`src/rtl/fib_bcd.sv`:
```
// fib_bcd: iterative binary-to-BCD converter (double-dabble, one bit per clock).
// Captures INP on a rising edge of IE, shifts BITS times, then presents the
// packed digits on BCD with a one-cycle OE pulse. OVF flags values that did
// not fit in DIGITS digits; BCD then holds the value modulo 10^DIGITS.
module fib_bcd #(
    parameter int BITS   = 32,
    parameter int DIGITS = 10
) (
    input  logic                  CLK,
    input  logic                  RST,
    input  logic [BITS-1:0]       INP,
    input  logic                  IE,
    output logic                  BUSY,
    output logic [4*DIGITS-1:0]   BCD,
    output logic                  OE,
    output logic                  OVF
);

    localparam int AW = 4 * DIGITS;
    localparam int CW = $clog2(BITS + 1);

    typedef enum logic [1:0] {
        IDLE  = 2'd0,
        SHIFT = 2'd1,
        DONE  = 2'd2
    } state_t;

    state_t          state_q, state_d;
    logic            ie_q, ie_d;
    logic [BITS-1:0] bin_q, bin_d;
    logic [AW-1:0]   acc_q, acc_d;
    logic [AW-1:0]   acc_adj;
    logic [CW-1:0]   cnt_q, cnt_d;
    logic            ovf_acc_q, ovf_acc_d;
    logic [AW-1:0]   bcd_q, bcd_d;
    logic            ovf_q, ovf_d;
    logic            oe_q, oe_d;

    // Add-3 correction: every digit >= 5 is bumped so the following shift carries correctly.
    always_comb begin
        acc_adj = acc_q;
        for (int i = 0; i < DIGITS; i++) begin
            if (acc_q[4*i +: 4] >= 4'd5) begin
                acc_adj[4*i +: 4] = acc_q[4*i +: 4] + 4'd3;
            end
        end
    end

    // Next-state and datapath: load on start, shift per clock, publish in DONE.
    always_comb begin
        state_d   = state_q;
        ie_d      = IE;
        bin_d     = bin_q;
        acc_d     = acc_q;
        cnt_d     = cnt_q;
        ovf_acc_d = ovf_acc_q;
        bcd_d     = bcd_q;
        ovf_d     = ovf_q;
        oe_d      = 1'b0;
        case (state_q)
            IDLE: begin
                // Only a rising edge starts; edges while busy are dropped, not queued.
                if (IE && !ie_q) begin
                    bin_d     = INP;
                    acc_d     = '0;
                    cnt_d     = CW'(BITS);
                    ovf_acc_d = 1'b0;
                    state_d   = SHIFT;
                end
            end
            SHIFT: begin
                // The bit leaving the top digit is exactly the part that does not fit.
                acc_d     = {acc_adj[AW-2:0], bin_q[BITS-1]};
                bin_d     = {bin_q[BITS-2:0], 1'b0};
                ovf_acc_d = ovf_acc_q | acc_adj[AW-1];
                cnt_d     = cnt_q - CW'(1);
                if (cnt_q == CW'(1)) begin
                    state_d = DONE;
                end
            end
            DONE: begin
                bcd_d   = acc_q;
                ovf_d   = ovf_acc_q;
                oe_d    = 1'b1;
                state_d = IDLE;
            end
            default: state_d = IDLE;
        endcase
    end

    // State and datapath registers with synchronous reset.
    always_ff @(posedge CLK) begin
        if (RST) begin
            state_q   <= IDLE;
            ie_q      <= 1'b0;
            bin_q     <= '0;
            acc_q     <= '0;
            cnt_q     <= '0;
            ovf_acc_q <= 1'b0;
            bcd_q     <= '0;
            ovf_q     <= 1'b0;
            oe_q      <= 1'b0;
        end else begin
            state_q   <= state_d;
            ie_q      <= ie_d;
            bin_q     <= bin_d;
            acc_q     <= acc_d;
            cnt_q     <= cnt_d;
            ovf_acc_q <= ovf_acc_d;
            bcd_q     <= bcd_d;
            ovf_q     <= ovf_d;
            oe_q      <= oe_d;
        end
    end

    assign BUSY = (state_q != IDLE);
    assign BCD  = bcd_q;
    assign OVF  = ovf_q;
    assign OE   = oe_q;

endmodule

```
`config.mk`:
```
export PLATFORM = sky130hd
export DESIGN_NAME = fib_bcd
export DESIGN_NICKNAME = d
export VERILOG_FILES = /design/src/rtl/fib_bcd.sv
export SDC_FILE = /design/constraint.sdc
export NUM_CORES = 1
export LEC_CHECK = 0
export CAP_MARGIN = 20
export CORE_ASPECT_RATIO = 1.5
export CORE_MARGIN = 3
export CORE_UTILIZATION = 49
export CTS_CLUSTER_SIZE = 40
export DETAILED_ROUTE_END_ITERATION = 8
export DONT_BUFFER_PORTS = 1
export PLACE_DENSITY = 0.67
export SLEW_MARGIN = 0
export SYNTH_ARGS = -nofsm -noshare
export SYNTH_HDL_FRONTEND = slang
export SYNTH_SLANG_ARGS = --single-unit
```
`constraint.sdc`:
```
create_clock -name CLK -period 1.5 [get_ports CLK]
set_input_delay 0.15 -clock CLK [delete_from_list [all_inputs] [get_ports CLK]]
set_output_delay 0.15 -clock CLK [all_outputs]
set_load 0.01 [all_outputs]
```
==> flow_metrics.py <==
metrics = {
    "sta": {
        "max_slew_margin": 0.793,
        "fmax_mhz": 681,
        "setup_viol": 0,
        "finalSetupTns_ns": 0,
        "whs_ns": -0.182,
        "finalWorstSetupSlack_ns": 0.0320,
        "rsz0062_at_grt": "true",
        "hold_viol_final": 83,
        "period_share": 0.979,
        "slew_violations": 0,
        "post-route-min-period_ns": 1.47,
        "finClkSkew_ns": 0.00973,
        "worst_pin_slew_ns": 0.307,
    },
    "outcome": {
        "status": "finished with violations",
        "violations": "hold timing",
    },
    "power_and_ir_drop": {
        "ir_worst_vdd_mv": 0.797,
        "p_total_mw": 7.99,
        "power_density_nw_per_um2": 1210,
        "power_leakage_nw": 2.65,
    },
    "route": {
        "routed_wl_mm": 12.2,
        "ant_nets": 0,
        "post-route-drc-count": 0,
        "first_iter_violations": 264,
        "via_count": 4468,
        "wl_per_cell_um": 15.1,
        "drt_first_pass_iters": 4,
        "viasPerCell": 5.54,
    },
    "placement": {
        "gp_congestion": 0.784,
        "post-place-ws_ns": -0.0347,
        "placed_area_um2": 5880,
        "hpwl_mm": 8.02,
        "dp.cells": 768,
        "numPortBuffers": 0,
    },
    "final_layout": {
        "diodes": 0,
        "utilization": 0.615,
        "final_area_um2": 6610,
        "drive_gt1_frac": 0.151,
        "area_growth_pct": 19.9,
        "fin_cells": 807,
        "final_nets": 710,
    },
    "synth": {
        "synth.area.top_cells": "dfxtp_1 (45%), a21oi_1 (6.0%), nand2_1 (5.9%)",
        "yosysTopAreaCell": "dfxtp_1",
        "avgSynthCellArea_um2": 8.79,
        "yosys_warnings": 0,
        "ys_ff_latch": 124,
        "synth_fp_nets": 685,
        "postSynthCellCount": 628,
        "synth_area_um2": 5520,
        "synth.distinct_cells": 37,
        "ys_seq_area_frac": 0.450,
        "synth_top_area_frac": 0.450,
    },
    "die": {
        "core_area_um2": 10800,
        "initial_utilization": 0.513,
        "dieArea_um2": 12600,
        "io_pins": 78,
        "dieHeight_um": 136,
        "fp.dieW_um": 92.6,
        "fp-row-count": 46,
    },
    "worst_setup_path": {
        "start_kind": "flop",
        "crit_arrival_ns": 1.82,
        "critPathRequiredTime_ns": 1.85,
        "path_class": "reg2reg",
        "cp_max_fo": 8,
        "cp-end-kind": "flop",
    },
    "global_route": {
        "grt_max_degree": 89,
        "use_met2": 0.354,
        "met1_usage": 0.233,
        "gr-usage-all-layers": 0.199,
        "grt_overflow": 0,
        "grt_pass1_vias": 4339,
        "grt.busiest_layer": "met2",
        "grt_first_pass_wirelength_mm": 20.3,
        "met3_usage": 0.0476,
        "antenna_found_initial": 0,
    },
    "clocking": {
        "clk_latency_ns": 0.40,
        "cts_tree": "built",
        "clock_path_buffers": 2,
        "htreeDepth": 4,
        "path_clk_slew_ns": 0.05,
        "cts.sinks": 124,
        "cts_hold_buf": 8,
        "clockRootBuffer": "clkbuf_16",
        "cts_buffers": 17,
    },
    "hold_path": {
        "hold_path_class": "in2reg",
    },
    "flow_run": {
        "drv_cap": 0,
    },
}
-- layout by cell type, fill, tap and decap left out, drive strengths merged, types with 2 or more instances in the layout --
cell and count:
dfxtp 124, nand3 11, ha 22, nor3 19
a21oi 66, nand2b 14, a2bb2oi 24, xnor2 10
a21o 16, clkbuf 21, mux2i 10, inv 22
and2b 2, nand2 86, a22o 27, nor4 2
buf 42, mux2 2, clkinv 5, or2 2
xor2 10, dlygate4sd3 8, o21ai 20, nor2b 28
bufinv 2, nor2 33, a22oi 25, o2bb2ai 2
-- power by group --
part / switching [mW] / internal [mW] / total [mW]
Combinational: 0.371 / 0.333 / 0.704
Sequential: 0.0711 / 3.39 / 3.46
Clock: 1.37 / 2.45 / 3.82
-- cells by family after synthesis --
group | count (synthesis) | synth area share
AO/OA/AOI/OAI | 184 | 0.226
XOR/XNOR | 20 | 0.0317
adder cells (fa/ha/maj) | 22 | 0.0499
buffers and inverters | 66 | 0.0506
flip-flops | 124 | 0.450
multiplexers | 12 | 0.0222
AND/OR/NAND/NOR | 200 | 0.170
-- critical path: stages (launching register included) --
cell and delay, ns:
dfxtp_2 0.34, or4b_4 0.58, nor2_4 0.24, a22o_1 0.18, a21o_1 0.08
-- Yosys cell counts, drive strengths merged --
cell type  count
a311oi         1
nand2         86
a2bb2oi       24
a21oi         66
or4b           1
nor4           2
nor3          19
dfxtp        124
nand2b        14
o2bb2ai        2
a22o          27
clkbuf        27
mux2           2
buf           17
o311ai         1
nor2          33
and2b          2
inv           22
nand3         11
or2            2
or4            1
nor2b         28
o21bai         1
xor2          10
mux2i         10
o21a           1
ha            22
o21ai         20
a22oi         25
a21o          16
xnor2         10
or3            1
-- state kept, by name (all words and copies together) (netlist names) --
signal     flops
ie_q           1
OVF            1
ovf_acc_q      1
bin_q         32
cnt_q          6
BCD           40
acc_q         40
OE             1
state_q        2
-- layer usage --
layer | vias up | wire (um)
li1 | 2221 | -
met1 | 2129 | 5220
met2 | 109 | 6220
met3 | 9 | 622
met4 | 0 | 129
met5 | - | 0
-- repair_timing --
| item | CTS | global route |
|---|---|---|
| gates resized for setup | 6 | 19 |
| hold endpoints to repair | 92 | 84 |
| setup buffers | 0 | 2 |
| endpoints found under the setup margin | 4 | 33 |
| pin swaps | 0 | 10 |
-- worst paths after layout --
kind / start / end / slack (ns) / depth (start not counted)
min: RST / BCD[2] / -0.18 / 1
min reg2reg: bin_q[30] / bin_q[30] / 0.45 / 1
max: state_q[0] / bin_q[24] / 0.03 / 4
max reg2reg: state_q[0] / bin_q[24] / 0.03 / 4
-- final cells by class --
type	count	area, um^2
fillers	939	4150
multi-input cells	438	2840
flip-flops and latches	124	2490
repair buffers	50	474
clock buffers	21	450
well taps	144	180
clock inverters	8	96.3
inverters	22	82.6
Note: power is estimated with default switching activity, not from simulation.
